### src/rtl/vm_restock_ctrl.sv
// Vending-machine restock controller.
// Accepts operator restock commands, shows each one to the vending machine
// as a two-cycle slot-programming strobe with a commit pulse, and keeps a
// shadow table of slot counts/prices that also tracks dispense events.
module vm_restock_ctrl #(
  parameter int NUM_SLOTS = 6,
  parameter int GAP       = 2
) (
  input  logic                 clk,
  input  logic                 rst,
  input  logic                 cmd_valid,
  output logic                 cmd_ready,
  input  logic                 cmd_add,
  input  logic [2:0]           cmd_slot,
  input  logic [3:0]           cmd_count,
  input  logic [7:0]           cmd_cost,
  output logic                 valid_s,
  output logic [2:0]           items_s,
  output logic [3:0]           count_s,
  output logic [7:0]           cost_s,
  output logic                 enter_key,
  input  logic [2:0]           product,
  input  logic [1:0]           status,
  output logic [NUM_SLOTS-1:0] empty_mask,
  output logic                 err
);

  localparam int GW = (GAP > 1) ? $clog2(GAP) : 1;

  typedef enum logic [1:0] {S_IDLE, S_LOAD, S_COMMIT, S_GAP_WAIT} state_t;

  state_t         r_state;
  state_t         w_state_nxt;
  logic [GW-1:0]  r_gap;
  logic [GW-1:0]  w_gap_nxt;

  // latched command (datapath only, qualified by the FSM state)
  logic [2:0]     r_slot;
  logic [3:0]     r_count;
  logic [7:0]     r_cost;

  // shadow table, entry k holds slot code k+1
  logic [3:0]     r_cnt_tab  [NUM_SLOTS];
  logic [7:0]     r_cost_tab [NUM_SLOTS];
  logic [3:0]     w_cnt_nxt  [NUM_SLOTS];

  logic           r_err;
  logic           w_slot_ok;
  logic           w_accept;
  logic           w_bad_cmd;
  logic           w_commit;
  logic           w_disp;
  logic           w_uflow;
  logic [3:0]     w_cur_cnt;
  logic [3:0]     w_new_cnt;

  function automatic logic [3:0] sat_add(input logic [3:0] a, input logic [3:0] b);
    logic [4:0] s;
    s = {1'b0, a} + {1'b0, b};
    return s[4] ? 4'hF : s[3:0];
  endfunction

  function automatic logic [3:0] dec_sat(input logic [3:0] a);
    return (a == 4'd0) ? 4'd0 : a - 4'd1;
  endfunction

  assign w_slot_ok = (cmd_slot != 3'd0) && (int'(cmd_slot) <= NUM_SLOTS);
  assign w_accept  = (r_state == S_IDLE) && cmd_valid;
  assign w_bad_cmd = w_accept && !w_slot_ok;
  assign w_commit  = (r_state == S_COMMIT);
  assign w_disp    = (status == 2'b01) && (product != 3'd0) && (int'(product) <= NUM_SLOTS);
  assign w_new_cnt = cmd_add ? sat_add(w_cur_cnt, cmd_count) : cmd_count;
  assign err       = r_err;

  // Current shadow count of the slot addressed by the incoming command
  always_comb begin
    w_cur_cnt = 4'd0;
    for (int k = 0; k < NUM_SLOTS; k++) begin
      if (int'(cmd_slot) == k + 1) w_cur_cnt = r_cnt_tab[k];
    end
  end

  // Next shadow counts: commit overwrites first, a dispense then decrements the result
  always_comb begin
    logic [3:0] v_base;
    v_base  = 4'd0;
    w_uflow = 1'b0;
    for (int k = 0; k < NUM_SLOTS; k++) begin
      v_base = (w_commit && int'(r_slot) == k + 1) ? r_count : r_cnt_tab[k];
      w_cnt_nxt[k] = v_base;
      if (w_disp && int'(product) == k + 1) begin
        if (v_base == 4'd0) w_uflow = 1'b1;
        w_cnt_nxt[k] = dec_sat(v_base);
      end
    end
  end

  // Empty flags straight from the shadow counts
  always_comb begin
    for (int k = 0; k < NUM_SLOTS; k++) begin
      empty_mask[k] = (r_cnt_tab[k] == 4'd0);
    end
  end

  // FSM state and gap counter register
  always_ff @(posedge clk) begin
    if (rst) begin
      r_state <= S_IDLE;
      r_gap   <= '0;
    end else begin
      r_state <= w_state_nxt;
      r_gap   <= w_gap_nxt;
    end
  end

  // FSM next state and vending-machine interface outputs
  always_comb begin
    w_state_nxt = r_state;
    w_gap_nxt   = r_gap;
    cmd_ready   = 1'b0;
    valid_s     = 1'b0;
    enter_key   = 1'b0;
    items_s     = 3'd0;
    count_s     = 4'd0;
    cost_s      = 8'd0;
    case (r_state)
      S_IDLE: begin
        cmd_ready = 1'b1;
        if (cmd_valid && w_slot_ok) w_state_nxt = S_LOAD;
      end
      S_LOAD: begin
        valid_s     = 1'b1;
        items_s     = r_slot;
        count_s     = r_count;
        cost_s      = r_cost;
        w_state_nxt = S_COMMIT;
      end
      S_COMMIT: begin
        valid_s   = 1'b1;
        enter_key = 1'b1;
        items_s   = r_slot;
        count_s   = r_count;
        cost_s    = r_cost;
        if (GAP == 0) begin
          w_state_nxt = S_IDLE;
        end else begin
          w_state_nxt = S_GAP_WAIT;
          w_gap_nxt   = GW'(GAP - 1);
        end
      end
      S_GAP_WAIT: begin
        if (r_gap == '0) w_state_nxt = S_IDLE;
        else             w_gap_nxt   = r_gap - 1'b1;
      end
      default: w_state_nxt = S_IDLE;
    endcase
  end

  // Latch an accepted command; new count is resolved against the shadow now
  always_ff @(posedge clk) begin
    if (w_accept && w_slot_ok) begin
      r_slot  <= cmd_slot;
      r_count <= w_new_cnt;
      r_cost  <= cmd_cost;
    end
  end

  // Shadow table update from commits and dispenses
  always_ff @(posedge clk) begin
    if (rst) begin
      for (int k = 0; k < NUM_SLOTS; k++) begin
        r_cnt_tab[k]  <= 4'd0;
        r_cost_tab[k] <= 8'd0;
      end
    end else begin
      for (int k = 0; k < NUM_SLOTS; k++) begin
        r_cnt_tab[k] <= w_cnt_nxt[k];
        if (w_commit && int'(r_slot) == k + 1) r_cost_tab[k] <= r_cost;
      end
    end
  end

  // Single merged error pulse for a rejected command or dispense underflow
  always_ff @(posedge clk) begin
    if (rst) r_err <= 1'b0;
    else     r_err <= w_bad_cmd | w_uflow;
  end

endmodule
### config.mk
export PLATFORM = sky130hd
export DESIGN_NAME = vm_restock_ctrl
export DESIGN_NICKNAME = d
export VERILOG_FILES = /design/src/rtl/vm_restock_ctrl.sv
export SDC_FILE = /design/constraint.sdc
export NUM_CORES = 1
export LEC_CHECK = 0
export CORE_ASPECT_RATIO = 0.6
export CORE_MARGIN = 1
export CORE_UTILIZATION = 45
export CTS_BUF_LIST = sky130_fd_sc_hd__clkbuf_4
export CTS_CLUSTER_DIAMETER = 80
export DETAILED_ROUTE_END_ITERATION = 10
export GPL_ROUTABILITY_DRIVEN = 0
export PLACE_DENSITY_LB_ADDON = 0.2
export SLEW_MARGIN = 20
export SYNTH_ARGS = -nofsm -noshare
export SYNTH_HDL_FRONTEND = slang
export SYNTH_SLANG_ARGS = --single-unit
### constraint.sdc
create_clock -name clk -period 4.1 [get_ports clk]
set_input_delay 0.41 -clock clk [delete_from_list [all_inputs] [get_ports clk]]
set_output_delay 0.41 -clock clk [all_outputs]
set_load 0.005 [all_outputs]
# Yosys cells after proc, flatten, opt, wreduce, memory -nomap -nowiden
# Memory sizes are Yosys's and may differ from the RTL's.
# Cells that the tools add are included.
# op_classes
n_addsub,8
n_lt_le_gt_ge,2
n_eq_ne,24
muxes,58
bitwise_logic,7
reduce_logical,38
# op_table
cell,count
$mux W4,33
$logic_not A4 Y1,12
$eq A3 B3 Y1 const B,12
$sub A4 B1 Y4 const B,6
$logic_and A1 B1 Y1,19
$mux W1,19
$eq A3 B2 Y1 const B,6
$mux W8,1
$pmux W2 S4,1
$or A1 B1 Y1,7
$le A3 B3 Y1 const B,2
$reduce_bool A3 Y1,2
$add A4 B4 Y5,1
$eq A2 B1 Y1 const B,2
$eq A2 B2 Y1 const B,2
$mux W2,2
$mux W3,1
$logic_not A2 Y1,1
$ne A2 B1 Y1 const B,1
$ne A2 B2 Y1 const B,1
$pmux W1 S2,1
$reduce_and A2 Y1,1
$reduce_bool A2 Y1,1
$reduce_or A2 Y1,1
2 further kinds,2
# word_totals
word_cells,144
ramBits,24
inputBits,24
out_inout_bits,25
ff_bits,19
n_memories,1
# mem_list
name,depth,width,read_ports,rd_ports_with_merged_regs,write_ports,line,rtl
r_cnt_tab,6,4,6,0,6,43,logic [3:0] r_cnt_tab [NUM_SLOTS];

# Depth between registers and ports, before layout
# depth
word_depth,17
ltp_mapped,11
mapped_depth_nobuf,10

# Least setup slack after synthesis
# OpenSTA, ideal clock, no wires.
# synth_path
path_kind,input to register
from,input cmd_slot[1]
to,"register r_count[1], data pin"
path_buffers,1
stages,10
arrival_ns,2.595
setup_time_ns,0.256
slack_ns,1.248
t_required_ns,3.844
path_cell_list,clkbuf_1 mux2_2 a221oi_1 a21oi_1 ha_1 fa_1 and2_1 o21ai_0 nand3b_1 o22a_1
# synth_between
elab_chain_len,10
word_cells_on_any_way,15
classes_between,add/sub: 1; eq/ne: 6; mux: 8
# synth_rtl
element,line,rtl
"start, declared",14,"input logic [2:0] cmd_slot,"
$eq A3 B2 Y1,79,if (int'(cmd_slot) == k + 1) w_cur_cnt = r_cnt_tab[k];
$mux W4 (5 in a row),79,
$mux W4 (*),79,
$add A4 B4 Y5 (*),59,"s = {1'b0, a} + {1'b0, b};"
$mux W4 (*),60,return s[4] ? 4'hF : s[3:0];
$mux W4 (*),72,"assign w_new_cnt = cmd_add ? sat_add(w_cur_cnt, cmd_count) : cmd_count;"
named net w_new_cnt[1],55,logic [3:0] w_new_cnt;
"end signal, assigned",163,r_count <= w_new_cnt;
"end, declared",39,logic [3:0] r_count;
# The timed path passes the listed nets; every way through them passes the cells marked *.
# A chain may end at the register's enable or synchronous reset.

# Worst setup path after layout
# layout_path
from,input cmd_slot[1]
to,"register r_count[2], data pin"
# Same word-level chain as after synthesis.

==> metrics.md <==
| Metric | Value |
|---|---|
| Status | finished clean |
| Hold Fails Final Rpt | 0 |
| Nets | 380 |
| Critical path class | input pin to flip-flop |
| Post-synth EDFFs | 15 |
| Filler cells | 578 |
| CTS buffer count | 5 |
| Final ANT Viol Nets | 0 |
| Clock Skew | 11.48 ps |
| RSZ-0062 raised after global routing | no |
| Critical path fanouts, max | 6 |
| Post-DP HPWL | 5.957 mm |
| DP Cell Count | 425 |
| Die area | 6658 µm² |
| GRT Residual Overflow | 0 |
| Setup bufs post-CTS | 0 |
| Netlist cell types | 51 |
| Worst Hold Class | flip-flop to flip-flop |
| Non-Filler Instances | 433 |
| Main synth FF type | dfxtp_1 |
| Largest net degree at the start of global routing | 23 |
| Max Root-Sink Buffers | 2 |
| PortBufs | 48 |
| CP Launch Type | input pin |
| Drt first-iter violations | 280 |
| Cts repair resizes | 0 |
| Layout cells sized above 1 | 11.75% |
| Max Slew Vio Count | 0 |
| # clock sinks | 43 |
| Final period utilization | 72.19% |
| Gate Count Post-Synth | 306 |
| Hold-fix buffers at CTS | 0 |
| Endpoints failing setup | 0 |
| ANT cells | 0 |
| CP max stage delay | 610 ps |
| WP data arrival | 3090 ps |
| Root buffer cell | clkbuf_4 |
| Area of the multi-input gates | 1745 µm² |
| Worst path bufs/invs | 1 |
| Post-synthesis net count | 338 |
| DRC | 0 |
| Pwr/cell area | 394.3 nW/µm² |
| Sequential share of the synthesized area | 35.52% |
| CTS tree | done |
| CP top delay family | compound AO/OA/AOI/OAI gates |
| Post-synth design cell area | 2846 µm² |
| Synth Register Bits | 43 |
| Drt wl/cell | 17.88 µm |
| Max-cap violations | 0 |
| Worst-Skew Late Latency | 370 ps |
| Total GRT Usage | 24.33% |
| Die width | 104.7 µm |
| First-pass GRT wire length | 12.40 mm |
| Crit path cell chain | clkdlybuf4s50_1, mux2_2, a221oi_1, a21oi_1, ha_1, fa_1, and2_1, o21ai_0, nand3b_1, o22a_1 |
| Starting density of the core | 46.58% |
| Vias in the first global route | 2376 |
| Yosys warns | 0 |
| FF+latch area | 1011 µm² |
| Worst slew pin tran | 960.7 ps |
| Max-Slew Margin vs Limit | 35.36% |
| Max rail drop VDD | 0.2474 mV |
| Core ar. | 6111 µm² |
| Avg Cell Area, Syn | 9.302 µm² |
| Critical Path Sink Type | flip-flop |
| Synth async-reset ratio | 0% |
| Row cnt | 22 |
| CTS H-tree depth | 2 |
| Via/cell ratio | 5.984 |
| Die height | 63.61 µm |
| Total number of vias | 2591 |
| Post-Route Setup TNS | 0 ps |
| Drt total wl | 7.742 mm |
| Fin util | 56.67% |
| I/O pin total | 49 |
| Reg clk slew, reported paths | 130 ps |
| FMAX | 0.3379 GHz |
| Slowest-stage cell, CP | clkdlybuf4s50_1 |
| Initial antenna violation count | 0 |
| Syn-to-layout area delta | 21.67% |
| Leakage | 1.284 nW |
| Fin crit period | 2960 ps |
| First drt pass iteration count | 5 |
| WP data required | 4230 ps |
==> worst min-delay path: stages (launching register included) <==
cell	delay (ps)
dfxtp_1	330
nor2_1	110
nor3_1	50
==> per-layer routing <==
layer / global-route usage, % / vias up / share of wire, %
met4: 6.514 / 0 / 1.0
met3: 6.108 / 9 / 8.4
li1: - / 1238 / -
met1: 35.90 / 1229 / 49
met5: 0 / - / 0
met2: 34.77 / 115 / 41
==> synth_stat cells, types with 2 or more instances <==
cell      number  area [µm²]
buf_2          6       30.03
or2_2          3       18.77
or4b_1         5       50.05
and2_1        16       100.1
edfxtp_1      15       450.4
o22ai_1        2       12.51
nand2_1       10       37.54
inv_1          7       26.28
xnor2_1        3       26.28
a21oi_1       24       120.1
mux2i_1       28       280.3
nand2b_1       2       12.51
mux2_2        21       236.5
dfxtp_1       28       560.5
a21o_1         4       30.03
o21ai_0       12       60.06
nor2b_1        3       18.77
a211oi_1       2       15.01
o211ai_1       5       37.54
and3_1         2       12.51
nor2_1        28       105.1
o22a_1         4       35.03
a31oi_1        2       12.51
nand3b_1       4       30.03
or4_1          2       15.01
nand4_1        2       12.51
or3_1          2       12.51
nor3_1         7       35.03
nor4bb_1       3       30.03
nand3_1        3       15.01
ha_1           7       87.58
clkbuf_1      11       41.29
or2_0          2       12.51
nand4b_1       2       17.52
a221oi_1       6       52.55
nor4_1         8       50.05
==> flip-flops by register name, summed over array words and instances, names as in the netlist <==
name and count:
r_cnt_tab 24, r_cost 8, r_count 4, r_slot 3, r_state 2, err 1
r_gap 1
==> path summary, 6_finish.rpt <==
check                        from    endpoint  slack (ps)  cells past startpoint
hold / removal              r_gap       r_gap         520                      2
hold reg to reg             r_gap       r_gap         520                      2
setup / recovery      cmd_slot[1]  r_count[2]        1140                     10
setup reg to reg  r_cnt_tab[2][0]  r_count[2]        1460                      9
==> logic make-up after synthesis <==
logic type / Yosys count / synth area share [%]
adders and majority gates: 8 / 3.780
AOI/OAI and AO/OA: 70 / 16.13
DFF: 43 / 35.52
muxes: 49 / 18.15
xor gates and xnor gates: 3 / 0.9232
buffers and inverters: 25 / 3.604
and+or+nand+nor: 108 / 21.89
==> layout by cell type, fill, tap and decap left out, types with 3 or more instances in the layout <==
cell,n
o22a_1,4
a221oi_1,6
a21o_1,4
o211ai_1,5
mux2i_1,28
buf_4,5
nor2_1,28
clkbuf_4,7
nand2_1,10
edfxtp_1,15
clkdlybuf4s50_1,48
inv_1,7
nor3_1,7
nor2b_1,3
nor4_1,8
nand3b_1,4
dfxtp_1,28
o21ai_0,12
ha_1,7
nand3_1,3
mux2_2,21
or2_2,3
xnor2_1,3
a21oi_1,24
or4b_1,5
and2_1,16
==> layout make-up <==
type,count,share of cell area (%)
Sequential cell,43,29.19
Clock inverter,1,0.1445
Timing Repair Buffer,53,14.96
Clock buffer,7,1.517
Tap cell,84,3.035
Multi-Input combinational cell,238,50.40
Inverter,7,0.7587
==> power breakdown <==
part | internal [mW] | total (mW) | leakage (nW) | switching, mW
registers | 0.502 | 0.567 | 0.367 | 0.0648
logic | 0.328 | 0.572 | 0.881 | 0.245
clock network | 0.0803 | 0.226 | 0.0361 | 0.146
==> stage by stage <==
step / hold WS (ps) / power [mW] / worst slack, ps / area [µm²]
4_1_cts: 528.8 / 1.377 / 1191 / 3463
6_report: 521.4 / 1.365 / 1140 / 3463
2_1_floorplan: 468.7 / 0.8400 / 1248 / 2846
3_5_place_dp: 510.3 / 1.148 / 789.6 / 3406
5_1_grt: 572.1 / 1.448 / 986.1 / 3463
3_3_place_gp: 478.8 / 1.139 / 886.2 / 3406
Note: power is estimated with default switching activity, not from simulation.
